==> config.mk <==
export PLATFORM = sky130hd
export DESIGN_NAME = decode_stage_flat
export DESIGN_NICKNAME = d
export VERILOG_FILES = /design/src/rtl/decode_stage_pkg.sv /design/src/rtl/decode_stage_if.sv /design/src/rtl/decode_stage_instr_field_decode.sv /design/src/rtl/decode_stage.sv /design/src/flat_wrapper.sv
export SDC_FILE = /design/constraint.sdc
export NUM_CORES = 1
export LEC_CHECK = 0
export ABC_CLOCK_PERIOD_IN_PS = 5570
export CAP_MARGIN = 10
export CORE_MARGIN = 2
export CORE_UTILIZATION = 45
export CTS_CLUSTER_SIZE = 24
export DETAILED_ROUTE_END_ITERATION = 12
export DONT_BUFFER_PORTS = 1
export GPL_ROUTABILITY_DRIVEN = 0
export SLEW_MARGIN = 30
export SYNTH_ARGS = -nofsm -noshare
export SYNTH_HDL_FRONTEND = slang
export SYNTH_SLANG_ARGS = --single-unit
==> constraint.sdc <==
create_clock -name clk -period 5.57 [get_ports clk]
set_input_delay 1.114 -clock clk [delete_from_list [all_inputs] [get_ports clk]]
set_output_delay 1.114 -clock clk [all_outputs]
set_load 0.005 [all_outputs]
==> src/rtl/decode_stage_pkg.sv <==
// ============================================================================
// decode_stage_pkg : shared RV32I opcode, immediate-extender and record types
// Rev 1.0
// ============================================================================
`default_nettype none

package decode_stage_pkg;

  localparam logic [6:0] OPC_OP_IMM = 7'b0010011;
  localparam logic [6:0] OPC_LOAD   = 7'b0000011;
  localparam logic [6:0] OPC_JALR   = 7'b1100111;
  localparam logic [6:0] OPC_STORE  = 7'b0100011;
  localparam logic [6:0] OPC_BRANCH = 7'b1100011;
  localparam logic [6:0] OPC_LUI    = 7'b0110111;
  localparam logic [6:0] OPC_AUIPC  = 7'b0010111;
  localparam logic [6:0] OPC_JAL    = 7'b1101111;
  localparam logic [6:0] OPC_SYSTEM = 7'b1110011;
  localparam logic [6:0] OPC_OP     = 7'b0110011;

  // Select codes shared with the immediate extender.
  typedef enum logic [2:0] {
    IMM_SEXT12 = 3'b000,
    IMM_SEXT13 = 3'b001,
    IMM_SEXT20 = 3'b010,
    IMM_ZEXT12 = 3'b101
  } imm_func_e;

  typedef enum logic [1:0] {
    SHL_NONE = 2'b00,
    SHL_1    = 2'b01,
    SHL_12   = 2'b10
  } imm_shl_e;

  typedef struct packed {
    logic [31:0] pc;
    logic [4:0]  rd;
    logic [4:0]  rs1;
    logic [4:0]  rs2;
    logic [2:0]  funct3;
    logic [19:0] imm_raw;
    imm_func_e   imm_func;
    imm_shl_e    imm_shl;
    logic        illegal;
  } dec_instr_t;

endpackage

`default_nettype wire

==> src/rtl/decode_stage_if.sv <==
// ============================================================================
// decode_stage_if : fetch-side and execute-side handshake bundle of decode
// Rev 1.0
// ============================================================================
`default_nettype none

interface decode_stage_if;

  logic        in_valid;
  logic        in_ready;
  logic [31:0] in_instr;
  logic [31:0] in_pc;

  logic        out_valid;
  logic        out_ready;
  logic [31:0] out_pc;
  logic [4:0]  out_rd;
  logic [4:0]  out_rs1;
  logic [4:0]  out_rs2;
  logic [2:0]  out_funct3;
  logic [19:0] out_imm_raw;
  logic [2:0]  out_imm_func;
  logic [1:0]  out_imm_shl;
  logic        out_illegal;

  modport master (
    output in_valid, in_instr, in_pc, out_ready,
    input  in_ready, out_valid, out_pc, out_rd, out_rs1, out_rs2,
           out_funct3, out_imm_raw, out_imm_func, out_imm_shl, out_illegal
  );

  modport slave (
    input  in_valid, in_instr, in_pc, out_ready,
    output in_ready, out_valid, out_pc, out_rd, out_rs1, out_rs2,
           out_funct3, out_imm_raw, out_imm_func, out_imm_shl, out_illegal
  );

endinterface

`default_nettype wire

==> src/rtl/decode_stage_instr_field_decode.sv <==
// ============================================================================
// instr_field_decode : combinational RV32I field and immediate-layout extraction
// Rev 1.0
// ============================================================================
`default_nettype none

module instr_field_decode
  import decode_stage_pkg::*;
(
  input  logic [31:0] instr,
  input  logic [31:0] pc,
  output dec_instr_t  dec
);

  always_comb begin
    dec          = '0;
    dec.pc       = pc;
    dec.rd       = instr[11:7];
    dec.rs1      = instr[19:15];
    dec.rs2      = instr[24:20];
    dec.funct3   = instr[14:12];
    dec.imm_func = IMM_SEXT12;
    dec.imm_shl  = SHL_NONE;

    if (instr[1:0] != 2'b11) begin
      dec.illegal = 1'b1;
    end else begin
      unique case (instr[6:0])
        OPC_OP_IMM, OPC_LOAD, OPC_JALR: begin
          dec.imm_raw = {8'b0, instr[31:20]};
        end
        OPC_STORE: begin
          dec.imm_raw = {8'b0, instr[31:25], instr[11:7]};
        end
        // Branch offset is packed with its implicit zero LSB already in place.
        OPC_BRANCH: begin
          dec.imm_raw  = {7'b0, instr[31], instr[7], instr[30:25], instr[11:8], 1'b0};
          dec.imm_func = IMM_SEXT13;
        end
        OPC_LUI, OPC_AUIPC: begin
          dec.imm_raw  = instr[31:12];
          dec.imm_func = IMM_SEXT20;
          dec.imm_shl  = SHL_12;
        end
        // JAL offset omits its zero LSB; the extender restores it with a <<1.
        OPC_JAL: begin
          dec.imm_raw  = {instr[31], instr[19:12], instr[20], instr[30:21]};
          dec.imm_func = IMM_SEXT20;
          dec.imm_shl  = SHL_1;
        end
        OPC_SYSTEM: begin
          dec.imm_raw  = {8'b0, instr[31:20]};
          dec.imm_func = IMM_ZEXT12;
        end
        OPC_OP: begin
          dec.imm_raw = '0;
        end
        default: begin
          dec.illegal = 1'b1;
        end
      endcase
    end
  end

endmodule

`default_nettype wire

==> src/rtl/decode_stage.sv <==
// ============================================================================
// decode_stage : RV32I decode with a two-entry skid buffer (head + skid)
// Rev 1.0
// ============================================================================
`default_nettype none

module decode_stage
  import decode_stage_pkg::*;
(
  input  logic          clk,
  input  logic          rst,
  input  logic          flush,
  decode_stage_if.slave bus
);

  dec_instr_t dec_in;

  logic       head_valid_q, head_valid_d;
  logic       skid_valid_q, skid_valid_d;
  dec_instr_t head_q, head_d;
  dec_instr_t skid_q, skid_d;
  logic       in_ready_q, in_ready_d;

  logic       in_xfer;
  logic       out_xfer;

  instr_field_decode u_instr_field_decode (
    .instr (bus.in_instr),
    .pc    (bus.in_pc),
    .dec   (dec_in)
  );

  assign in_xfer  = bus.in_valid && in_ready_q;
  assign out_xfer = head_valid_q && bus.out_ready;

  always_comb begin
    head_valid_d = head_valid_q;
    skid_valid_d = skid_valid_q;
    head_d       = head_q;
    skid_d       = skid_q;

    if (flush) begin
      head_valid_d = 1'b0;
      skid_valid_d = 1'b0;
    end else if (out_xfer) begin
      // Head drains: skid (if any) advances and new input fills the freed slot.
      if (skid_valid_q) begin
        head_d       = skid_q;
        skid_valid_d = in_xfer;
        if (in_xfer) begin
          skid_d = dec_in;
        end
      end else begin
        head_valid_d = in_xfer;
        if (in_xfer) begin
          head_d = dec_in;
        end
      end
    end else if (in_xfer) begin
      if (!head_valid_q) begin
        head_valid_d = 1'b1;
        head_d       = dec_in;
      end else begin
        skid_valid_d = 1'b1;
        skid_d       = dec_in;
      end
    end

    in_ready_d = !skid_valid_d;
  end

  always_ff @(posedge clk or posedge rst) begin
    if (rst) begin
      head_valid_q <= 1'b0;
      skid_valid_q <= 1'b0;
      head_q       <= '0;
      skid_q       <= '0;
      in_ready_q   <= 1'b0;
    end else begin
      head_valid_q <= head_valid_d;
      skid_valid_q <= skid_valid_d;
      head_q       <= head_d;
      skid_q       <= skid_d;
      in_ready_q   <= in_ready_d;
    end
  end

  assign bus.in_ready     = in_ready_q;
  assign bus.out_valid    = head_valid_q;
  assign bus.out_pc       = head_q.pc;
  assign bus.out_rd       = head_q.rd;
  assign bus.out_rs1      = head_q.rs1;
  assign bus.out_rs2      = head_q.rs2;
  assign bus.out_funct3   = head_q.funct3;
  assign bus.out_imm_raw  = head_q.imm_raw;
  assign bus.out_imm_func = head_q.imm_func;
  assign bus.out_imm_shl  = head_q.imm_shl;
  assign bus.out_illegal  = head_q.illegal;

endmodule

`default_nettype wire

==> src/flat_wrapper.sv <==
// flat-port wrapper written by rule: the top's interface ports become plain ports
module decode_stage_flat import decode_stage_pkg::*;
  (clk, rst, flush, bus_in_valid, bus_in_instr, bus_in_pc, bus_out_ready, bus_in_ready, bus_out_valid, bus_out_pc, bus_out_rd, bus_out_rs1, bus_out_rs2, bus_out_funct3, bus_out_imm_raw, bus_out_imm_func, bus_out_imm_shl, bus_out_illegal);
  decode_stage_if bus_i ();
  input  logic clk;
  input  logic rst;
  input  logic flush;
  input wire logic [$bits(bus_i.in_valid)-1:0] bus_in_valid;
  input wire logic [$bits(bus_i.in_instr)-1:0] bus_in_instr;
  input wire logic [$bits(bus_i.in_pc)-1:0] bus_in_pc;
  input wire logic [$bits(bus_i.out_ready)-1:0] bus_out_ready;
  output wire logic [$bits(bus_i.in_ready)-1:0] bus_in_ready;
  output wire logic [$bits(bus_i.out_valid)-1:0] bus_out_valid;
  output wire logic [$bits(bus_i.out_pc)-1:0] bus_out_pc;
  output wire logic [$bits(bus_i.out_rd)-1:0] bus_out_rd;
  output wire logic [$bits(bus_i.out_rs1)-1:0] bus_out_rs1;
  output wire logic [$bits(bus_i.out_rs2)-1:0] bus_out_rs2;
  output wire logic [$bits(bus_i.out_funct3)-1:0] bus_out_funct3;
  output wire logic [$bits(bus_i.out_imm_raw)-1:0] bus_out_imm_raw;
  output wire logic [$bits(bus_i.out_imm_func)-1:0] bus_out_imm_func;
  output wire logic [$bits(bus_i.out_imm_shl)-1:0] bus_out_imm_shl;
  output wire logic [$bits(bus_i.out_illegal)-1:0] bus_out_illegal;
  assign bus_i.in_valid = bus_in_valid;
  assign bus_i.in_instr = bus_in_instr;
  assign bus_i.in_pc = bus_in_pc;
  assign bus_i.out_ready = bus_out_ready;
  assign bus_in_ready = bus_i.in_ready;
  assign bus_out_valid = bus_i.out_valid;
  assign bus_out_pc = bus_i.out_pc;
  assign bus_out_rd = bus_i.out_rd;
  assign bus_out_rs1 = bus_i.out_rs1;
  assign bus_out_rs2 = bus_i.out_rs2;
  assign bus_out_funct3 = bus_i.out_funct3;
  assign bus_out_imm_raw = bus_i.out_imm_raw;
  assign bus_out_imm_func = bus_i.out_imm_func;
  assign bus_out_imm_shl = bus_i.out_imm_shl;
  assign bus_out_illegal = bus_i.out_illegal;
  decode_stage u_core (.clk(clk), .rst(rst), .flush(flush), .bus(bus_i));
endmodule
Yosys cells after proc, flatten, opt, wreduce, memory -nomap -nowiden

Index checks and enable logic that the tools add are counted.

Register bits: 155
Input port bits: 69
Output and inout port bits: 78
Word-level logic and storage cells: 75

Equal/unequal tests: 15
Muxes and demuxes: 24
Bitwise logic cells: 1
Reductions and logical operators: 14

Operators with widths:

| cell                                                                    | number |
|---|---|
| 76-bit two-way mux                                                      | 9 |
| 20-bit one-hot mux with 5 select lines                                  | 1 |
| 7-bit == test, second input constant                                    | 4 |
| 25-bit two-way mux                                                      | 1 |
| 7-bit by 6-bit == test with 1-bit output, second input constant         | 3 |
| 7-bit by 5-bit == test with 1-bit output, second input constant         | 2 |
| 1-bit two-way mux                                                       | 11 |
| 10-bit OR reduction                                                     | 1 |
| 3-bit one-hot mux with 3 select lines                                   | 1 |
| 7-bit by 2-bit == test with 1-bit output, second input constant         | 1 |
| 2-bit inequality test, second input constant                            | 3 |
| 2-bit nonzero test                                                      | 3 |
| 5-bit AND reduction                                                     | 1 |
| 2-bit one-hot mux with 2 select lines                                   | 1 |
| 4-bit AND reduction                                                     | 1 |
| 4-bit OR reduction                                                      | 1 |
| 3-bit inequality test, second input constant                            | 1 |
| 3-bit nonzero test                                                      | 1 |
| 3-bit OR reduction                                                      | 1 |
| 1-bit logical AND                                                       | 2 |
| 2-bit by 1-bit inequality test with 1-bit output, second input constant | 1 |
| 2-bit AND reduction                                                     | 1 |
| 2-bit OR reduction                                                      | 1 |
| 1-bit logical NOT                                                       | 1 |
| 1-bit inverter                                                          | 1 |

Longest topological paths before layout

Word-level depth: 7
Mapped depth: 8
Depth with buffers taken out: 5

By module

A second synthesis with hierarchy kept.

Cells, all modules: 549
Area total of the unflattened synthesis: 7641.1 µm²

Modules (own cells, without submodules):

| module             | instances | cells each | area an instance (µm²) | seq. area each (µm²) |
|---|---|---|---|---|
| decode_stage       | 1         | 423        | 6740.2                 | 3878.7 |
| instr_field_decode | 1         | 126        | 900.9                  | 0.0 |

Worst setup path after synthesis

No wires, ideal clock.

Path kind: input to register
From: input port bus_in_instr[3]
To: register u_core.head_q (netlist bit u_core.bus.out_imm_raw[1])
Setup time: 0.138 ns
Arrival: 2.315 ns
Data required time: 5.432 ns
Path slack: 3.117 ns
Stages: 7
Buffers on the path: 2
Cell sequence: buf_4 > and3b_1 > and3_4 > buf_6 > a221o_1 > a221oi_2 > o211ai_1

Longest elaborated chain between the ends: 7
Elaborated cells between the ends (all ways): 18
Classes of those cells: eq/ne: 9; mux: 7; reduce/logical: 2

RTL lines:

| item                                                                      | RTL line                               | source |
|---|---|---|
| start: declaration                                                        | flat_wrapper.sv:9                      | `input wire logic [$bits(bus_i.in_instr)-1:0] bus_in_instr;` |
| 7-bit == test, or another cell as far along                               | decode_stage_instr_field_decode.sv:28  | `unique case (instr[6:0])` |
| 4-bit OR reduction (no line) / 2-bit OR reduction (equally long branches) | --                                     |  |
| 20-bit one-hot mux with 5 select lines *                                  | decode_stage_instr_field_decode.sv:28  |  |
| 25-bit two-way mux *                                                      | decode_stage_instr_field_decode.sv:25  | `if (instr[1:0] != 2'b11) begin` |
| 76-bit two-way mux, on equally long branches                              | decode_stage.sv:60, decode_stage.sv:55 |  |
| 76-bit two-way mux, on equally long branches                              | decode_stage.sv:59, decode_stage.sv:47 |  |
| 76-bit two-way mux *                                                      | decode_stage.sv:45                     | `end else if (out_xfer) begin` |
| end signal: assignment                                                    | decode_stage.sv:76                     | `head_q <= '0;` |
| end signal: assignment                                                    | decode_stage.sv:82                     | `head_q <= head_d;` |
| end: declaration                                                          | decode_stage.sv:20                     | `dec_instr_t head_q, head_d;` |

Mark *: on every way between the ends. The rest lies on a longest branch, timed or not. The select of a mux whose other input is x is not followed.
A chain may end at the register's enable or synchronous reset.

Final worst setup path

From: input port bus_out_ready
To: register u_core.head_q (netlist bit u_core.bus.out_imm_func[0])

Longest elaborated chain between the ends: 3
Elaborated cells between the ends (all ways): 5
Classes of those cells: eq/ne: 1; mux: 1; reduce/logical: 3

RTL lines:

| item                                                                         | RTL line           | source |
|---|---|---|
| start: declaration                                                           | flat_wrapper.sv:11 | `input wire logic [$bits(bus_i.out_ready)-1:0] bus_out_ready;` |
| 1-bit logical AND *                                                          | decode_stage.sv:34 | `assign out_xfer = head_valid_q && bus.out_ready;` |
| 2-bit inequality test (no line) / 2-bit nonzero test (equally long branches) | --                 |  |
| 4-bit AND reduction (no line)                                                | --                 |  |

Mark *: on every way between the ends. The rest lies on a longest branch, timed or not.

==> impl_metrics.json <==
{
  "path_class": "input pin to register",
  "netlist.area_leader.share": 0.5580,
  "syn-cell-area_sq_um": 6952,
  "firstDrtPassIters": 4,
  "hold_violations": 0,
  "power_density_nw_per_um2": 378.9,
  "initial_core_util": 0.4590,
  "p_sw_uw": 802.9,
  "antennaDiodeCount": 0,
  "outcome": "complete, no violations",
  "synthCells": 797,
  "cts_hold_buf": 0,
  "vias": 5496,
  "ioPinCount": 147,
  "cts_buffers": 17,
  "yosys.area_share.simple": 0.2432,
  "synth.most_common_cell": "nand2_1",
  "fin_setup_tns_ns": 0,
  "h-tree-depth": 4,
  "yosysTopAreaCell": "dfrtp_1",
  "grt_pass1_wl_um": 28740,
  "clock_latency_ns": 0.43,
  "synthAdderAreaFrac": 0,
  "combinationalPowerShare": 0.099,
  "clk_pin_slew_ns": 0.07,
  "reg2reg_to": "u_core.bus.out_imm_func[0]$_DFFE_PP0P_",
  "synthFlopType": "dfrtp_1",
  "sw_frac_of_total": 0.2762,
  "core_area_sq_um": 15150,
  "yosys_warnings": 0,
  "synth_cell_types": 46,
  "antenna_found_initial": 0,
  "totalWireLength_um": 18050,
  "die_y_um": 128.3,
  "async_reset_ff_frac": 1.000,
  "rsz0062_at_grt": "no",
  "fp.dieW_um": 128.3,
  "cts-resized-gates": 0,
  "slowest_stage": "nor2_4",
  "design_area_sq_um": 7672,
  "rrSetupSlack_ns": 3.18,
  "cts_tree": "done",
  "synth_edf_count": 0,
  "clock.fmax_mhz": 413.7,
  "synth-seq-area-share": 0.5580,
  "synthTopCellsByArea": "dfrtp_1 56%, nand2_1 17%, a31oi_1 4.9%, nor2_1 3.3%, o21ai_0 2.1%",
  "grt_max_degree": 119,
  "r2r-start": "u_core.bus.out_valid$_DFFE_PP0P_",
  "route.detailed.drc": 0,
  "area_growth_pct": 10.37,
  "crit_path_end_kind": "register",
  "hold_class": "register to register",
  "ir_drop_mv": 0.2376,
  "placementRows": 45,
  "fin_crit_sh": 0.4340,
  "fillCellCount": 1431,
  "setup_violations": 0,
  "min_path_cells": 2,
  "ys_top_cells_by_count": "311 x nand2_1, 155 x dfrtp_1, 62 x nor2_1",
  "vias_per_cell": 5.672,
  "drt_iter0_drc": 376,
  "cp.required_ns": 5.85,
  "synth_mux_area_frac": 0.003060,
  "ant_nets": 0,
  "reg2regPathDepth": 6,
  "fin_skew_ns": 0.009985,
  "postCtsSetupBuffers": 0,
  "drive_above_1_share": 0.07554,
  "worstHoldStart": "u_core.skid_q[30]$_DFFE_PP0P_",
  "min_period_ns": 2.417,
  "crit_chain": "inv_1 -> nor2_4 -> buf_4 -> nor2_1 -> a21oi_1 -> o21ai_0",
  "grt_pass1_vias": 5369,
  "clock_sinks": 155,
  "synth_compound_area_frac": 0.1546,
  "crit_arrival_ns": 2.70,
  "grt.overflow.total": 0,
  "maxCapViolations": 0,
  "synth_top_family_by_area": "simple AND/OR/NAND/NOR gates",
  "startpoint": "bus_out_ready",
  "hold_end": "u_core.skid_q[30]$_DFFE_PP0P_",
  "slew_viol_final": 0,
  "synth-seq-cells": 155,
  "worstMarginPinSlew_ns": 0.9085,
  "syn_area_per_cell_sq_um": 8.722,
  "worstPathMaxFanout": 43,
  "synthXorXnorAreaFrac": 0.001260,
  "finalNetCount": 837,
  "clockBufferDepth": 2,
  "p_leak_uw": 0.003546,
  "syn-num-nets": 866,
  "grtUsageTotal": 0.2279,
  "seqPwrFrac": 0.500,
  "cts_root_buffer": "clkbuf_16",
  "slew_headroom": 0.3937,
  "hpwlAfterDp_um": 11730,
  "placed_area_sq_um": 7039,
  "clock_power_share": 0.400,
  "start_kind": "input pin",
  "port_buffers": 0,
  "p_total_uw": 2907,
  "dieArea_sq_um": 16460,
  "internal_power_uw": 2104,
  "cpPeakStageDelay_ns": 0.60,
  "wire_per_inst_um": 18.63
}
-- cells by family after synthesis --
kind of cell | Yosys count
AOI/OAI and AO/OA | 163
xor gates and xnor gates | 1
buffers and inverters | 60
DFF | 155
muxes | 2
and+or+nand+nor | 416
-- stage by stage --
| step | hold slack, ns | std cells | setup WS [ns] | utilization |
|---|---|---|---|---|
| after floorplan | 0.4404 | 797 | 0.2778 | - |
| after CTS | 0.4782 | 967 | 2.740 | 0.5037 |
| after detailed placement | 0.4614 | 935 | 2.300 | 0.4648 |
| final | 0.4755 | 969 | 3.153 | 0.5066 |
| after global placement | 0.4560 | 935 | 2.360 | 0.4642 |
| after global routing | 0.4885 | 969 | 2.933 | 0.5066 |
-- per-layer routing --
metal  vias to the layer above  GRT usage  wire (um)
met2                       188     0.3517       8352
met4                         0    0.07563        249
met5                         -          0          0
met3                        21    0.08765       1685
met1                      2655     0.2958       7763
li1                       2632          -          -
-- area by class of cell --
class / count / area (sq um) / share of cell area
Sequential cell: 155 / 3879 / 0.5055
Multi-Input combinational cell: 582 / 2843 / 0.3705
Tap cell: 188 / 235.2 / 0.03066
Clock buffer: 17 / 425.4 / 0.05545
Timing Repair Buffer: 9 / 107.6 / 0.01402
Clock inverter: 15 / 163.9 / 0.02136
Inverter: 3 / 18.77 / 0.002446
-- worst max-delay path by stage --
stage	endpoint	slack, ns
finish	u_core.bus.out_imm_func[0]$_DFFE_PP0P_	3.15
global route	u_core.bus.out_imm_func[0]$_DFFE_PP0P_	2.93
floorplan	u_core.bus.in_ready$_DFF_PP0_	0.28
detailed placement	u_core.bus.out_pc[29]$_DFFE_PP0P_	2.30
CTS	u_core.bus.out_imm_raw[14]$_DFFE_PP0P_	2.74
global placement	u_core.bus.out_imm_raw[13]$_DFFE_PP0P_	2.36
-- placed cells by master (no fill, tap or decap), types with 2 or more instances in the layout --
cell type / synthesis / routed
clkinv_4: 0 / 3
a31oi_1: 55 / 55
a21o_1: 7 / 7
o31ai_1: 2 / 2
inv_1: 3 / 2
nand2b_1: 2 / 2
a22o_1: 7 / 7
clkbuf_16: 0 / 17
o21ai_1: 7 / 7
bufinv_16: 0 / 2
o211ai_1: 11 / 11
nor2b_1: 3 / 3
nand2_1: 311 / 311
and3_1: 5 / 5
o21ai_0: 29 / 29
dfrtp_1: 155 / 155
buf_4: 2 / 6
inv_6: 0 / 5
nor3b_2: 2 / 2
a221oi_2: 4 / 3
nor2_1: 62 / 61
a22oi_1: 11 / 11
a31o_2: 2 / 2
clkinv_2: 0 / 3
a221o_1: 5 / 4
inv_8: 0 / 2
nand3_1: 16 / 15
nand3b_1: 2 / 2
a21oi_1: 18 / 18
-- registers in the layout, summed over array words and instances, names as in the netlist --
register / flops
u_core.bus.out_rd: 5
u_core.bus.out_funct3: 3
u_core.bus.in_ready: 1
u_core.bus.out_rs1: 5
u_core.skid_valid_q: 1
u_core.bus.out_imm_shl: 2
u_core.bus.out_imm_raw: 20
u_core.bus.out_imm_func: 3
u_core.bus.out_illegal: 1
u_core.bus.out_valid: 1
u_core.bus.out_rs2: 5
u_core.bus.out_pc: 32
u_core.skid_q: 76
-- power by group through the flow --
stage / Combinational (uW) / Clock, uW / Sequential, uW
2_1_floorplan: 242 / 0 / 1430
3_3_place_gp: 272 / 0 / 1470
3_5_place_dp: 289 / 0 / 1480
4_1_cts: 291 / 1190 / 1460
5_1_grt: 342 / 1240 / 1480
6_report: 289 / 1160 / 1450
-- worst max-delay path: cells and delay by family --
kind                   cells  cell delay, ns
and+or+nand+nor            2            0.68
AOI/OAI and AO/OA          2            0.23
buffers and inverters      2            0.66
No activity file was read; power rests on OpenSTA's default activity.
